===== src/rtl/fractal_param_sequencer.sv =====
// Shadow/active parameter sequencer for the Julia-set generator: host writes land in shadow,
// commit copies shadow to active at a frame boundary; a frame-size change pulses the generator reset.
module fractal_param_sequencer #(
   parameter int unsigned DEF_WIDTH  = 1920,
   parameter int unsigned DEF_HEIGHT = 1080,
   parameter int unsigned RST_CYCLES = 8
) (
   input  logic        clk,
   input  logic        resetn,
   input  logic        cfg_valid,
   output logic        cfg_ready,
   input  logic [3:0]  cfg_addr,
   input  logic [31:0] cfg_data,
   input  logic        gen_frame_start,
   input  logic        gen_data_enable,
   output logic        gen_resetn,
   output logic [15:0] width,
   output logic [15:0] height,
   output logic [31:0] cr,
   output logic [31:0] ci,
   output logic [31:0] dx,
   output logic [31:0] dy,
   output logic [31:0] x0,
   output logic [31:0] y0,
   output logic        pending,
   output logic [31:0] frame_count
);

   localparam logic [15:0] DEF_W = 16'(DEF_WIDTH);
   localparam logic [15:0] DEF_H = 16'(DEF_HEIGHT);
   localparam int CNT_W = $clog2(RST_CYCLES + 1);
   localparam logic [CNT_W-1:0] CNT_LAST = CNT_W'(RST_CYCLES - 1);

   localparam logic [1:0] ST_RESET_GEN = 2'd0;
   localparam logic [1:0] ST_RUN       = 2'd1;
   localparam logic [1:0] ST_PENDING   = 2'd2;

   localparam logic [3:0] A_CR   = 4'd0;
   localparam logic [3:0] A_CI   = 4'd1;
   localparam logic [3:0] A_DX   = 4'd2;
   localparam logic [3:0] A_DY   = 4'd3;
   localparam logic [3:0] A_X0   = 4'd4;
   localparam logic [3:0] A_Y0   = 4'd5;
   localparam logic [3:0] A_SIZE = 4'd6;
   localparam logic [3:0] A_DCR  = 4'd7;
   localparam logic [3:0] A_DCI  = 4'd8;
   localparam logic [3:0] A_CTRL = 4'd9;

   logic [1:0]       state_q, state_d;
   logic [CNT_W-1:0] rst_cnt_q, rst_cnt_d;
   logic             gen_resetn_q, gen_resetn_d;
   logic             anim_en_q, anim_en_d;
   logic [31:0]      frame_count_q, frame_count_d;

   logic [15:0]      width_q, width_d, height_q, height_d;
   logic [31:0]      cr_q, cr_d, ci_q, ci_d, dx_q, dx_d;
   logic [31:0]      dy_q, dy_d, x0_q, x0_d, y0_q, y0_d;

   logic [15:0]      sh_width_q, sh_width_d, sh_height_q, sh_height_d;
   logic [31:0]      sh_cr_q, sh_cr_d, sh_ci_q, sh_ci_d, sh_dx_q, sh_dx_d;
   logic [31:0]      sh_dy_q, sh_dy_d, sh_x0_q, sh_x0_d, sh_y0_q, sh_y0_d;
   logic [31:0]      dcr_q, dcr_d, dci_q, dci_d;

   logic             fb;
   logic             wr_fire;
   logic             size_chg;

   // A frame boundary only counts once the generator is out of reset.
   assign fb       = gen_frame_start & gen_data_enable & gen_resetn_q;
   assign wr_fire  = cfg_valid & cfg_ready;
   assign size_chg = (sh_width_q != width_q) || (sh_height_q != height_q);

   assign cfg_ready   = (state_q == ST_RUN);
   assign pending     = (state_q == ST_PENDING);
   assign gen_resetn  = gen_resetn_q;
   assign frame_count = frame_count_q;
   assign width       = width_q;
   assign height      = height_q;
   assign cr          = cr_q;
   assign ci          = ci_q;
   assign dx          = dx_q;
   assign dy          = dy_q;
   assign x0          = x0_q;
   assign y0          = y0_q;

   always_comb begin
      state_d       = state_q;
      rst_cnt_d     = rst_cnt_q;
      gen_resetn_d  = gen_resetn_q;
      anim_en_d     = anim_en_q;
      frame_count_d = frame_count_q;
      width_d       = width_q;
      height_d      = height_q;
      cr_d          = cr_q;
      ci_d          = ci_q;
      dx_d          = dx_q;
      dy_d          = dy_q;
      x0_d          = x0_q;
      y0_d          = y0_q;
      sh_width_d    = sh_width_q;
      sh_height_d   = sh_height_q;
      sh_cr_d       = sh_cr_q;
      sh_ci_d       = sh_ci_q;
      sh_dx_d       = sh_dx_q;
      sh_dy_d       = sh_dy_q;
      sh_x0_d       = sh_x0_q;
      sh_y0_d       = sh_y0_q;
      dcr_d         = dcr_q;
      dci_d         = dci_q;

      if (fb) begin
         frame_count_d = frame_count_q + 32'd1;
      end

      case (state_q)
         ST_RESET_GEN: begin
            if (rst_cnt_q == CNT_LAST) begin
               rst_cnt_d    = '0;
               gen_resetn_d = 1'b1;
               state_d      = ST_RUN;
            end else begin
               rst_cnt_d = rst_cnt_q + 1'b1;
            end
         end

         ST_RUN: begin
            // Animation steps from the pre-write registers, so a same-cycle write only hits shadow.
            if (fb && anim_en_q) begin
               cr_d = cr_q + dcr_q;
               ci_d = ci_q + dci_q;
            end
            if (wr_fire) begin
               case (cfg_addr)
                  A_CR:   sh_cr_d = cfg_data;
                  A_CI:   sh_ci_d = cfg_data;
                  A_DX:   sh_dx_d = cfg_data;
                  A_DY:   sh_dy_d = cfg_data;
                  A_X0:   sh_x0_d = cfg_data;
                  A_Y0:   sh_y0_d = cfg_data;
                  A_SIZE: begin
                     sh_width_d  = cfg_data[15:0];
                     sh_height_d = cfg_data[31:16];
                  end
                  A_DCR:  dcr_d = cfg_data;
                  A_DCI:  dci_d = cfg_data;
                  A_CTRL: begin
                     anim_en_d = cfg_data[0];
                     if (cfg_data[1]) begin
                        state_d = ST_PENDING;
                     end
                  end
                  default: ;
               endcase
            end
         end

         ST_PENDING: begin
            // Commit wins over animation: active takes shadow verbatim.
            if (fb) begin
               width_d  = sh_width_q;
               height_d = sh_height_q;
               cr_d     = sh_cr_q;
               ci_d     = sh_ci_q;
               dx_d     = sh_dx_q;
               dy_d     = sh_dy_q;
               x0_d     = sh_x0_q;
               y0_d     = sh_y0_q;
               if (size_chg) begin
                  state_d      = ST_RESET_GEN;
                  gen_resetn_d = 1'b0;
                  rst_cnt_d    = '0;
               end else begin
                  state_d = ST_RUN;
               end
            end
         end

         default: begin
            state_d      = ST_RESET_GEN;
            gen_resetn_d = 1'b0;
            rst_cnt_d    = '0;
         end
      endcase
   end

   always_ff @(posedge clk or negedge resetn) begin
      if (!resetn) begin
         state_q       <= ST_RESET_GEN;
         rst_cnt_q     <= '0;
         gen_resetn_q  <= 1'b0;
         anim_en_q     <= 1'b0;
         frame_count_q <= '0;
         width_q       <= DEF_W;
         height_q      <= DEF_H;
         cr_q          <= '0;
         ci_q          <= '0;
         dx_q          <= '0;
         dy_q          <= '0;
         x0_q          <= '0;
         y0_q          <= '0;
         sh_width_q    <= DEF_W;
         sh_height_q   <= DEF_H;
         sh_cr_q       <= '0;
         sh_ci_q       <= '0;
         sh_dx_q       <= '0;
         sh_dy_q       <= '0;
         sh_x0_q       <= '0;
         sh_y0_q       <= '0;
         dcr_q         <= '0;
         dci_q         <= '0;
      end else begin
         state_q       <= state_d;
         rst_cnt_q     <= rst_cnt_d;
         gen_resetn_q  <= gen_resetn_d;
         anim_en_q     <= anim_en_d;
         frame_count_q <= frame_count_d;
         width_q       <= width_d;
         height_q      <= height_d;
         cr_q          <= cr_d;
         ci_q          <= ci_d;
         dx_q          <= dx_d;
         dy_q          <= dy_d;
         x0_q          <= x0_d;
         y0_q          <= y0_d;
         sh_width_q    <= sh_width_d;
         sh_height_q   <= sh_height_d;
         sh_cr_q       <= sh_cr_d;
         sh_ci_q       <= sh_ci_d;
         sh_dx_q       <= sh_dx_d;
         sh_dy_q       <= sh_dy_d;
         sh_x0_q       <= sh_x0_d;
         sh_y0_q       <= sh_y0_d;
         dcr_q         <= dcr_d;
         dci_q         <= dci_d;
      end
   end

endmodule


===== config.mk =====
export PLATFORM = sky130hd
export DESIGN_NAME = fractal_param_sequencer
export DESIGN_NICKNAME = d
export VERILOG_FILES = /design/src/rtl/fractal_param_sequencer.sv
export SDC_FILE = /design/constraint.sdc
export NUM_CORES = 1
export LEC_CHECK = 0
export CAP_MARGIN = 40
export CORE_UTILIZATION = 35
export CTS_CLUSTER_SIZE = 10
export DETAILED_ROUTE_END_ITERATION = 8
export PLACE_DENSITY_LB_ADDON = 0.08
export SLEW_MARGIN = 20
export SYNTH_ARGS = -nofsm -noshare
export SYNTH_HDL_FRONTEND = slang
export SYNTH_SLANG_ARGS = --single-unit

===== constraint.sdc =====
create_clock -name clk -period 5.25 [get_ports clk]
set_input_delay 0.525 -clock clk [delete_from_list [all_inputs] [get_ports clk]]
set_output_delay 0.525 -clock clk [all_outputs]
set_load 0.01 [all_outputs]

Word-level counts from Yosys, hierarchy flattened:

Cells that the tools add are included.

* word-level logic and storage cells: 93
* bits in registers: 552

* eq/ne operators: 21
* muxes and demuxes: 21
* bitwise operators: 4
* $add $sub $neg: 4
* reduce and logical (&&, ||, !) cells: 20

Operators with widths (count)
* two-way mux 32 bit: 4
* case mux 32 bit (2 select lines): 2
* adder 32 bit: 2
* AND reduction 3 bit: 12
* adder 32 x 1 -> 32 bit, second input constant: 1
* inequality test 16 bit: 2
* == test 4 x 3 -> 1 bit, second input constant: 5
* two-way mux 4 bit: 3
* inequality test 2 x 1 -> 1 bit, second input constant: 6
* case mux 4 bit (3 select lines): 1
* two-way mux 2 bit: 5
* == test 4 x 2 -> 1 bit, second input constant: 2
* == test 4 bit, second input constant: 2
* case mux 2 bit (3 select lines): 1
* AND reduction 5 bit: 1
* adder 4 x 1 -> 4 bit, second input constant: 1
* == test 4 x 1 -> 1 bit, second input constant: 1
* zero test 4 bit: 1
* two-way mux 1 bit: 4
* AND reduction 4 bit: 1
* bitwise AND 1 bit: 3
* case mux 1 bit (3 select lines): 1
* == test 2 x 1 -> 1 bit, second input constant: 1
* == test 2 bit, second input constant: 1
* 7 further kinds: 7

Logic depth before layout (Yosys ltp):

* depth after elaboration: 5
* depth in mapped cells: 12
* depth with buffers taken out: 12

Worst setup path before layout:

OpenSTA, ideal clock, no wires.

* path type: reg-to-reg
* start: register ci_q[0], in the netlist ci[0]
* end: register ci_q[28], in the netlist ci[28]
* clock period less this slack: 2.884 ns
* cell stages (with the launch flop): 13
* path slack: 2.366 ns
* buffers on the path: 0
* required time: 5.173 ns
* arrival: 2.807 ns
* cells stage by stage: dfrtp_1 ha_1 fa_1 a211oi_1 o21ai_0 nand3_1 o211ai_1 a31oi_1 o21ai_1 o31ai_2 o211a_1 o21ai_1 a21oi_1

* word-level cells in the longest chain between the ends: 3

RTL lines
* start, declared: line 56 `logic [31:0] cr_q, cr_d, ci_q, ci_d, dx_q, dx_d;`
* start signal, assigned: line 220 `ci_q <= ci_d;`
* adder 32 bit: line 130 `ci_d = ci_q + dci_q;`
* two-way mux 32 bit: line 128 `if (fb && anim_en_q) begin`
* case mux 32 bit (2 select lines): line 115 `case (state_q)`

No other way between the ends. The select of a mux whose other input is x is not followed.
A chain may end at the register's enable or synchronous reset.

Worst setup path after layout:

Ends and elaborated chain as after synthesis.

==> impl_metrics.csv <==
group,metric,value,unit
status,outcome,"completed",
power,p_total,15.0,mW
global_routing,grt_use_total,20.5,%
worst_hold_path,hold_path_class,"reg -> reg",
logic_synthesis,synth-seq-cells,552,
global_routing,grt_max_degree,141,
floorplan,chipWidth,267,um
logic_synthesis,muxShareOfSynthArea,20.7,%
sta,fin_hold_ws,0.471,ns
route,dr_total_vias,16504,
clock_network,cts_hold_buffers,1,
layout,final_area,31100,sq um
sta,fin_tns_setup,0,ns
global_routing,first_global_vias,17242,
power,p_seq_share,39.4,%
logic_synthesis,ys_top_cells_by_area,"dfrtp_1 54%, mux2_2 21%, ha_1 3.2%",
clock_network,cts_setup_buffers,0,
setup_path,cp_max_fo,4,
route,wl_per_cell,22.2,um
setup_path,r2r-end,"ci[28]",
sta,rsz0062_at_grt,"false",
logic_synthesis,synth_top_family_by_area,"multiplexers",
sta,final.min_clock_period,3.46,ns
logic_synthesis,syn-cell-area,24700,sq um
floorplan,initial_core_util,35.6,%
sta,slew_headroom,40.0,%
route,drcViolationCount,0,
clock_network,htree_levels,3,
layout,drive_gt1_share,26.7,%
logic_synthesis,ys_types,67,
logic_synthesis,ys_async_sr_fraction,100,%
layout,area_delta_synth_final,26.2,%
sta,fin_skew,0.0185,ns
power,internal_power,10.1,mW
sta,final_hold_viol_count,0,
placement,dpl_cell_area,29000,sq um
sta,period_share,65.9,%
floorplan,io-pin-count,300,
setup_path,end_kind,"flop",
clock_network,cts_root_buffer,"clkbuf_16",
setup_path,startpoint_type,"flop",
layout,multi_input_area,10500,sq um
power,leakagePower,14.3,nW
route,drtIter0Drc,809,
logic_synthesis,syn-num-nets,2044,
global_routing,grt_pass1_wl,110000,um
floorplan,coreArea,69200,sq um
logic_synthesis,synth-compound-area-share,7.73,%
sta,layout_setup_ws,1.79,ns
logic_synthesis,yosysTopAreaCell,"dfrtp_1",
global_routing,grt_use_met2,33.9,%
power,power_density,482,nW/um^2
setup_path,r2r-start,"ci[0]",
clock_network,cts_buffers,69,
setup_path,required,5.77,ns
sta,fmax,0.289,GHz
clock_network,cts_sinks,552,
route,routed_via_density,5.08,
logic_synthesis,ys.flop_type,"dfrtp_1",
logic_synthesis,synth_top_area_share,54.4,%
layout,layout_common_cells,"536 x dfrtp_1, 449 x mux2_2, 298 x clkdlybuf4s50_1",
clock_network,cts_buffer_depth,3,
setup_path,crit_arrival,3.98,ns
run,drv_cap,0,
worst_hold_path,hold_end,"frame_count[31]",
logic_synthesis,synthSimpleGateAreaFrac,6.40,%
layout,final_cells,3249,
floorplan,die_area,71500,sq um
setup_path,worstSetupPathType,"reg -> reg",
placement,dp_cells,3124,
clock_network,cts_tree,"yes",
global_routing,top_usage_layer,"met2",
clock_network,insertion_delay,0.62,ns
placement,gp_congestion,0.862,
route,dr.pass1.iters,4,
global_routing,grt_remaining_overflow,0,
logic_synthesis,syn_inst,1937,
floorplan,fp.dieH,267,um
worst_hold_path,holdCritStartpoint,"frame_count[31]",
floorplan,num_rows,96,
logic_synthesis,synthXorXnorAreaFrac,4.12,%
logic_synthesis,synth_edf_count,0,
route,wirelength,72000,um
layout,final_util,45.0,%
placement,portBuffers,299,
power,ir_worst_vdd,218,uV
power,p_sw_share,32.5,%
layout,nNetsFinal,2373,
placement,pre_cts_ws,1.73,ns
global_routing,use_met3,5.25,%
layout,seq_area,13800,sq um
sta,drv_slew,0,
placement,dpl.hpwl,48900,um
worst_hold_path,hold_depth,1,
setup_path,r2r_cells,12,
layout,nFillCells,6452,
sta,finalSetupViolCount,0,
clock_network,post_cts_resized,0,
logic_synthesis,ys_seq_area_share,56.1,%
power,power.switching,4.88,mW
sta,worst_pin_slew,0.901,ns
logic_synthesis,synthAdderAreaFrac,3.41,%
clock_network,clk_pin_slew,0.05,ns
setup_path,rrSetupSlack,1.79,ns
logic_synthesis,avgSynthCellArea,12.7,sq um
layout,layout_commonest_cell,"dfrtp_1",
logic_synthesis,yosysWarnings,0,
route,detail-route-antenna-nets,0,
global_routing,grt_use_met1,26.6,%
power,clockPowerShare,29.7,%
global_routing,antenna_found_initial,7,
power,comb_power_share,30.8,%
per-layer routing:
metal	routed length [um]	up-vias	share of wire, %
met5	0	-	0
met4	1620	0	2.2
met3	4080	85	5.7
met2	34800	301	48
met1	31500	8492	44
li1	-	7626	-
worst max-delay path, cell delays in order (launching register included):
cell and delay [ns]:
dfrtp_1 0.39, ha_1 0.26, fa_1 0.44, a211oi_1 0.35, o21ai_0 0.20, nand3_1 0.18, o211ai_1 0.17, a31oi_1 0.39
o21ai_1 0.26, o31ai_2 0.34, o211a_1 0.21, o21ai_1 0.06, a21oi_1 0.14
cells by family after synthesis:
kind of cell             Yosys count
AO/OA/AOI/OAI                    310
XOR/XNOR                         116
adder cells (fa/ha/maj)           66
buffers and inverters             96
flip-flops                       552
multiplexers                     453
AND/OR/NAND/NOR                  344
power by group through the flow:
| stage | Combinational, mW | Sequential (mW) | Clock [mW] |
|---|---|---|---|
| finish | 4.63 | 5.92 | 4.46 |
| global route | 5.17 | 6.06 | 4.78 |
| CTS | 4.69 | 5.93 | 4.61 |
| detailed placement | 4.66 | 6.00 | 0 |
| global placement | 4.59 | 5.96 | 0 |
| floorplan | 3.04 | 5.89 | 0 |
area by class of cell:
cell class | count | share of cell area (%)
Antenna cell | 4 | 0.0322
Clock buffer | 110 | 6.40
Sequential cell | 552 | 44.5
Tap cell | 931 | 3.74
Timing Repair Buffer | 337 | 11.0
Multi-Input combinational cell | 1289 | 33.8
Inverter | 17 | 0.205
Clock inverter | 9 | 0.386
synth_stat cells (26+ instances only):
cell type / instances
mux2_2: 449
nor2_1: 93
a21o_1: 28
ha_1: 64
a31oi_1: 28
xnor2_1: 53
xor2_1: 63
nand2_1: 127
clkbuf_1: 63
nand3_1: 26
a21oi_1: 102
o21ai_0: 77
dfrtp_1: 536
how the worst max path moves through the flow:
stage | startpoint | end | slack, ns
finish | ci[0] | ci[28] | 1.79
global route | ci[0] | ci[28] | 1.54
CTS | ci[0] | ci[28] | 1.82
detailed placement | gen_frame_start | y0[4] | 1.73
global placement | gen_frame_start | y0[5] | 1.75
floorplan | ci[0] | ci[28] | 2.37
(Power assumes the default switching activity.)
